File: config.mk
export PLATFORM = sky130hd
export DESIGN_NAME = conv_encoder
export DESIGN_NICKNAME = d
export VERILOG_FILES = /design/src/rtl/conv_pkg.sv /design/src/rtl/conv_enc_core.sv /design/src/rtl/conv_encoder.sv
export SDC_FILE = /design/constraint.sdc
export NUM_CORES = 1
export LEC_CHECK = 0
export ABC_AREA = 1
export ABC_CLOCK_PERIOD_IN_PS = 2670
export CAP_MARGIN = 20
export CELL_PAD_IN_SITES_DETAIL_PLACEMENT = 1
export CELL_PAD_IN_SITES_GLOBAL_PLACEMENT = 1
export CORE_MARGIN = 1.5
export CORE_UTILIZATION = 42
export DETAILED_ROUTE_END_ITERATION = 16
export PLACE_DENSITY_LB_ADDON = 0.1
export SYNTH_ARGS = -nofsm -noshare
export SYNTH_HDL_FRONTEND = slang
export SYNTH_SLANG_ARGS = --single-unit
File: constraint.sdc
create_clock -name clk -period 2.67 [get_ports clk]
set_input_delay 0.267 -clock clk [delete_from_list [all_inputs] [get_ports clk]]
set_output_delay 0.267 -clock clk [all_outputs]
set_load 0.02 [all_outputs]
File: src/rtl/conv_pkg.sv
// conv_pkg: shared constants, generator taps and FSM state type for the convolutional encoder
package conv_pkg;
    localparam logic [2:0] G1 = 3'b111;
    localparam logic [2:0] G0 = 3'b101;
    localparam int BYTE_W = 8;
    localparam int FRAME_LEN_DEF = 16;
    localparam int TAIL_LEN_DEF = 2;
    typedef enum logic [1:0] {IDLE, DATA, TAIL, GAP} state_t;
endpackage

File: src/rtl/conv_enc_core.sv
// conv_enc_core: one combinational step of the 7/5 K=3 encoder, taps ordered {u, s1, s0}
module conv_enc_core
    import conv_pkg::*;
(
    input  logic       u,
    input  logic [1:0] s,
    output logic [1:0] sym,
    output logic [1:0] s_next
);
    logic [2:0] taps;
    assign taps = {u, s};
    assign sym = {^(taps & G1), ^(taps & G0)};
    assign s_next = {u, s[1]};
endmodule

File: src/rtl/conv_encoder.sv
// conv_encoder: rate-1/2 K=3 encoder, one byte per frame, MSB first, zero tail then 00 gap
module conv_encoder
    import conv_pkg::*;
#(
    parameter int FRAME_LEN = FRAME_LEN_DEF,
    parameter int TAIL_LEN = TAIL_LEN_DEF
) (
    input  logic              clk,
    input  logic              reset,
    input  logic [BYTE_W-1:0] din,
    input  logic              din_valid,
    output logic              din_ready,
    output logic [1:0]        conv_code,
    output logic              busy,
    output logic              sync_err
);
    localparam int CW = $clog2(FRAME_LEN);
    localparam int IW = $clog2(BYTE_W);
    localparam logic [CW-1:0] LAST_DATA = CW'(BYTE_W - 1);
    localparam logic [CW-1:0] LAST_TAIL = CW'(BYTE_W + TAIL_LEN - 1);
    localparam logic [CW-1:0] LAST_CNT = CW'(FRAME_LEN - 1);

    state_t            state, state_n;
    logic [CW-1:0]     cnt, cnt_n;
    logic [1:0]        s, s_n, code_n, sym, s_next;
    logic [BYTE_W-1:0] sreg, sreg_n;
    logic              err_n, u, accept;

    assign din_ready = (state == IDLE) || (cnt == LAST_CNT);
    assign busy = state != IDLE;
    assign accept = din_valid && din_ready;

    conv_enc_core u_core (
        .u(u),
        .s(s),
        .sym(sym),
        .s_next(s_next)
    );

    // next-state logic: an accept emits the first symbol from s=00 directly, otherwise step the frame
    always_comb begin
        state_n = state;
        cnt_n = cnt;
        s_n = s;
        sreg_n = sreg;
        code_n = 2'b00;
        err_n = 1'b0;
        u = 1'b0;
        if (accept) begin
            state_n = DATA;
            cnt_n = CW'(1);
            sreg_n = din;
            code_n = {din[BYTE_W-1], din[BYTE_W-1]};
            s_n = {din[BYTE_W-1], 1'b0};
            err_n = ~din[BYTE_W-1];
        end else begin
            case (state)
                DATA: begin
                    u = sreg[IW'(LAST_DATA - cnt)];
                    code_n = sym;
                    s_n = s_next;
                    cnt_n = cnt + CW'(1);
                    state_n = (cnt == LAST_DATA) ? TAIL : DATA;
                end
                TAIL: begin
                    code_n = sym;
                    s_n = s_next;
                    cnt_n = cnt + CW'(1);
                    state_n = (cnt == LAST_TAIL) ? GAP : TAIL;
                end
                GAP: begin
                    cnt_n = (cnt == LAST_CNT) ? '0 : cnt + CW'(1);
                    state_n = (cnt == LAST_CNT) ? IDLE : GAP;
                end
                default: cnt_n = '0;
            endcase
        end
    end

    // state and registered outputs; reset drops any partial frame
    always_ff @(posedge clk or negedge reset) begin
        if (!reset) begin
            state <= IDLE;
            cnt <= '0;
            s <= 2'b00;
            sreg <= '0;
            conv_code <= 2'b00;
            sync_err <= 1'b0;
        end else begin
            state <= state_n;
            cnt <= cnt_n;
            s <= s_n;
            sreg <= sreg_n;
            conv_code <= code_n;
            sync_err <= err_n;
        end
    end
endmodule

==> key figures <==
Routing
  – DR WL/cell: 12.7 um
  – DRC violation count after routing: 0
  – Total iterations of the first detailed-routing run: 3
  – DR vias: 875
  – DRT iter0 DRCs: 10
  – ANT nets after route: 0
  – Via density per instance: 5.09
  – DRT Wirelength: 2180 um

STA
  – Clock skew: 5.14 ps
  – Final number of setup-violating endpoints: 0
  – Final worst path period share: 79.6%
  – RSZ-0062 raised after global routing: false
  – Time the worst path needs with I/O delays and setup: 2130 ps
  – Final slew viol count: 0
  – Fin. Hold Viols: 0
  – Setup total negative slack: 0 ps
  – Worst rel slew slack: 43.0%
  – Measured slew at the worst slew-check pin: 852 ps
  – Maximum clock rate: 470 MHz

Clock network
  – Max clock buf depth: 2
  – Setup Buffers After CTS: 0
  – CTS tree: built
  – CTS Buf Count: 3
  – H-Tree Depth: 1
  – Worst skew pair latency: 300 ps
  – Sink Count: 19
  – Hold-fix buffers, CTS: 0
  – Clk slew on worst S/H paths: 110 ps
  – Post-CTS Resized: 0
  – Clk root buf: clkbuf_4

Global routing
  – GRT Residual Overflow: 0
  – Total track usage: 18.3%
  – Largest net degree at the start of global routing: 20
  – Vias in the first global route: 898
  – Initial antenna violation count: 0
  – First-pass GRT wire length: 3710 um

Floorplanning
  – Die H: 53.0 um
  – # rows: 17
  – Area of the core: 0.00228 mm^2
  – Die W: 53.0 um
  – Initial Utilization: 46.1%
  – Num ports: 16
  – Area of the die: 0.00281 mm^2

Setup path
  – Slowest stage cell, crit path: clkdlybuf4s50_1
  – Startpoint Class: register
  – CP max FO: 8
  – Critical Path RT: 2400 ps
  – Crit-path cells: ha_1 > nand3_2 > nand2_2 > clkdlybuf4s50_1
  – Critical setup path kind: register to primary output
  – Crit path DAT: 1860 ps
  – CP endpoint kind: primary output
  – Reg2Reg Depth: 9
  – FF-to-FF Start: cnt[0]
  – Crit-path max cell delay: 610 ps
  – Reg2reg end: state[0]
  – Setup slack, reg-to-reg: 1030 ps

Yosys
  – Share of the synthesized area in the top cell type: 45.3%
  – Syn nets: 144
  – Synth warn: 0
  – Top cells by area, synth: dfrtp_1 (45%), nand2_1 (17%), ha_1 (8.3%)
  – Post-synth top area cell: dfrtp_1
  – Synth Area in Adders: 8.34%
  – Largest family of logic cells by synthesized area: simple AND/OR/NAND/NOR gates
  – Synth Area in Compound Gates: 7.99%
  – Mean Syn Cell Area: 8.33 um^2
  – Simple-Gate Fraction of Synth Area: 30.4%
  – Sequential share of the synthesized area: 45.3%
  – Yosys reg bits: 19
  – Cell Area, Synth: 0.00105 mm^2
  – Cells after synthesis: 126
  – Synth Area in XOR/XNOR: 1.67%
  – Distinct cell type count of the synthesized netlist: 22
  – Mux contribution to synthesized area: 0%

Power
  – Pwr dens: 1110 mW/mm^2
  – Gate power share: 53.0%
  – Switching share of power: 45.4%
  – Worst vdd ir: 0.545 mV
  – Sequential share of power: 36.6%
  – Int Pwr: 759 uW
  – Clock share of power: 10.4%
  – Pleak: 0.644 nW
  – Sw Pwr: 631 uW

Run status
  – Status: finished, final reports clean

Layout
  – Area Growth Syn to Fin: 19.8%
  – Share of cells above drive strength 1: 11.1%
  – Antenna cells: 0
  – Fin nets: 163
  – Highest-count cells in the layout ignoring fill and taps: nand2_1 (47), dfrtp_1 (19), clkdlybuf4s50_1 (15)
  – Commonest non-fill, non-tap cell in the layout: nand2_1
  – Layout Utilization: 55.3%

Job
  – Number of max-cap violations: 0

Placement
  – Final GP Congestion: 0.820
  – Detailed placement HPWL: 1680 um
  – IO buf count: 15

Worst hold path
  – Hold Path Class: input port to asynchronous set/reset pin
power by group through the flow:
| stage | clock network [mW] | logic [mW] | registers (mW) |
|---|---|---|---|
| CTS | 0.152 | 0.749 | 0.509 |
| global placement | 0 | 0.713 | 0.508 |
| global route | 0.167 | 0.843 | 0.527 |
| floorplan | 0 | 0.533 | 0.509 |
| detailed placement | 0 | 0.741 | 0.515 |
| finish | 0.145 | 0.737 | 0.508 |
metal layers:
layer / global-route usage, % / wire length (um) / up-vias
li1: - / - / 436
met1: 20.8 / 1000 / 421
met2: 33.8 / 1100 / 14
met3: 3.39 / 56 / 4
met4: 6.41 / 24 / 0
met5: 0 / 0 / -
worst max-delay path: cells and delay by family (launching register included):
family        cells  cell delay (ps)
fa+ha+maj         1              240
buf+inv           1              610
flops             1              500
simple gates      2              210
worst max path at each step:
stage,from,endpoint,slack (ps),cells past startpoint
global route,cnt[0],din_ready,400,4
finish,cnt[0],din_ready,540,4
floorplan,state[0],state[0],1090,10
detailed placement,cnt[0],din_ready,870,4
CTS,cnt[0],din_ready,530,4
global placement,cnt[0],din_ready,910,4
registers in the layout (all words and copies together), names as in the netlist:
| signal | flops |
|---|---|
| sreg | 8 |
| cnt | 4 |
| conv_code | 2 |
| s | 2 |
| state | 2 |
| sync_err | 1 |
stage by stage:
stage | cells | hold WS [ps] | area, um^2 | setup WS, ps | total power [mW]
CTS | 172 | 469 | 1260 | 525 | 1.41
global route | 172 | 495 | 1260 | 403 | 1.54
floorplan | 126 | -28.6 | 1050 | 1090 | 1.04
global placement | 168 | 468 | 1230 | 907 | 1.22
finish | 172 | 444 | 1260 | 545 | 1.39
detailed placement | 168 | 470 | 1230 | 870 | 1.26
area by class of cell:
class                   count  area (um^2)
inverters                  15         61.3
fillers                   285         1020
flip-flops and latches     19          475
well taps                  28         35.0
repair buffers             15          150
multi-input cells          91          508
clock inverters             1         5.00
clock buffers               3         22.5
synth_stat cells:
library cell  count
nand2_1          47
dfrtp_1          19
inv_1            13
nand3_1          11
ha_1              7
o21ai_0           5
nor2_1            4
nand2_4           2
nand3_2           2
nand4_1           2
o21ai_2           2
xor2_1            2
a21oi_1           1
a21oi_2           1
a22o_1            1
buf_2             1
inv_2             1
inv_6             1
nand2_2           1
nor2_4            1
o211ai_2          1
o22ai_1           1
cell families after synthesis:
group                      Yosys count
DFF                                 19
xor gates and xnor gates             2
AOI/OAI and AO/OA                   12
buffers and inverters               16
adders and majority gates            7
and+or+nand+nor                     70
Power figures use the tool's default switching activity.
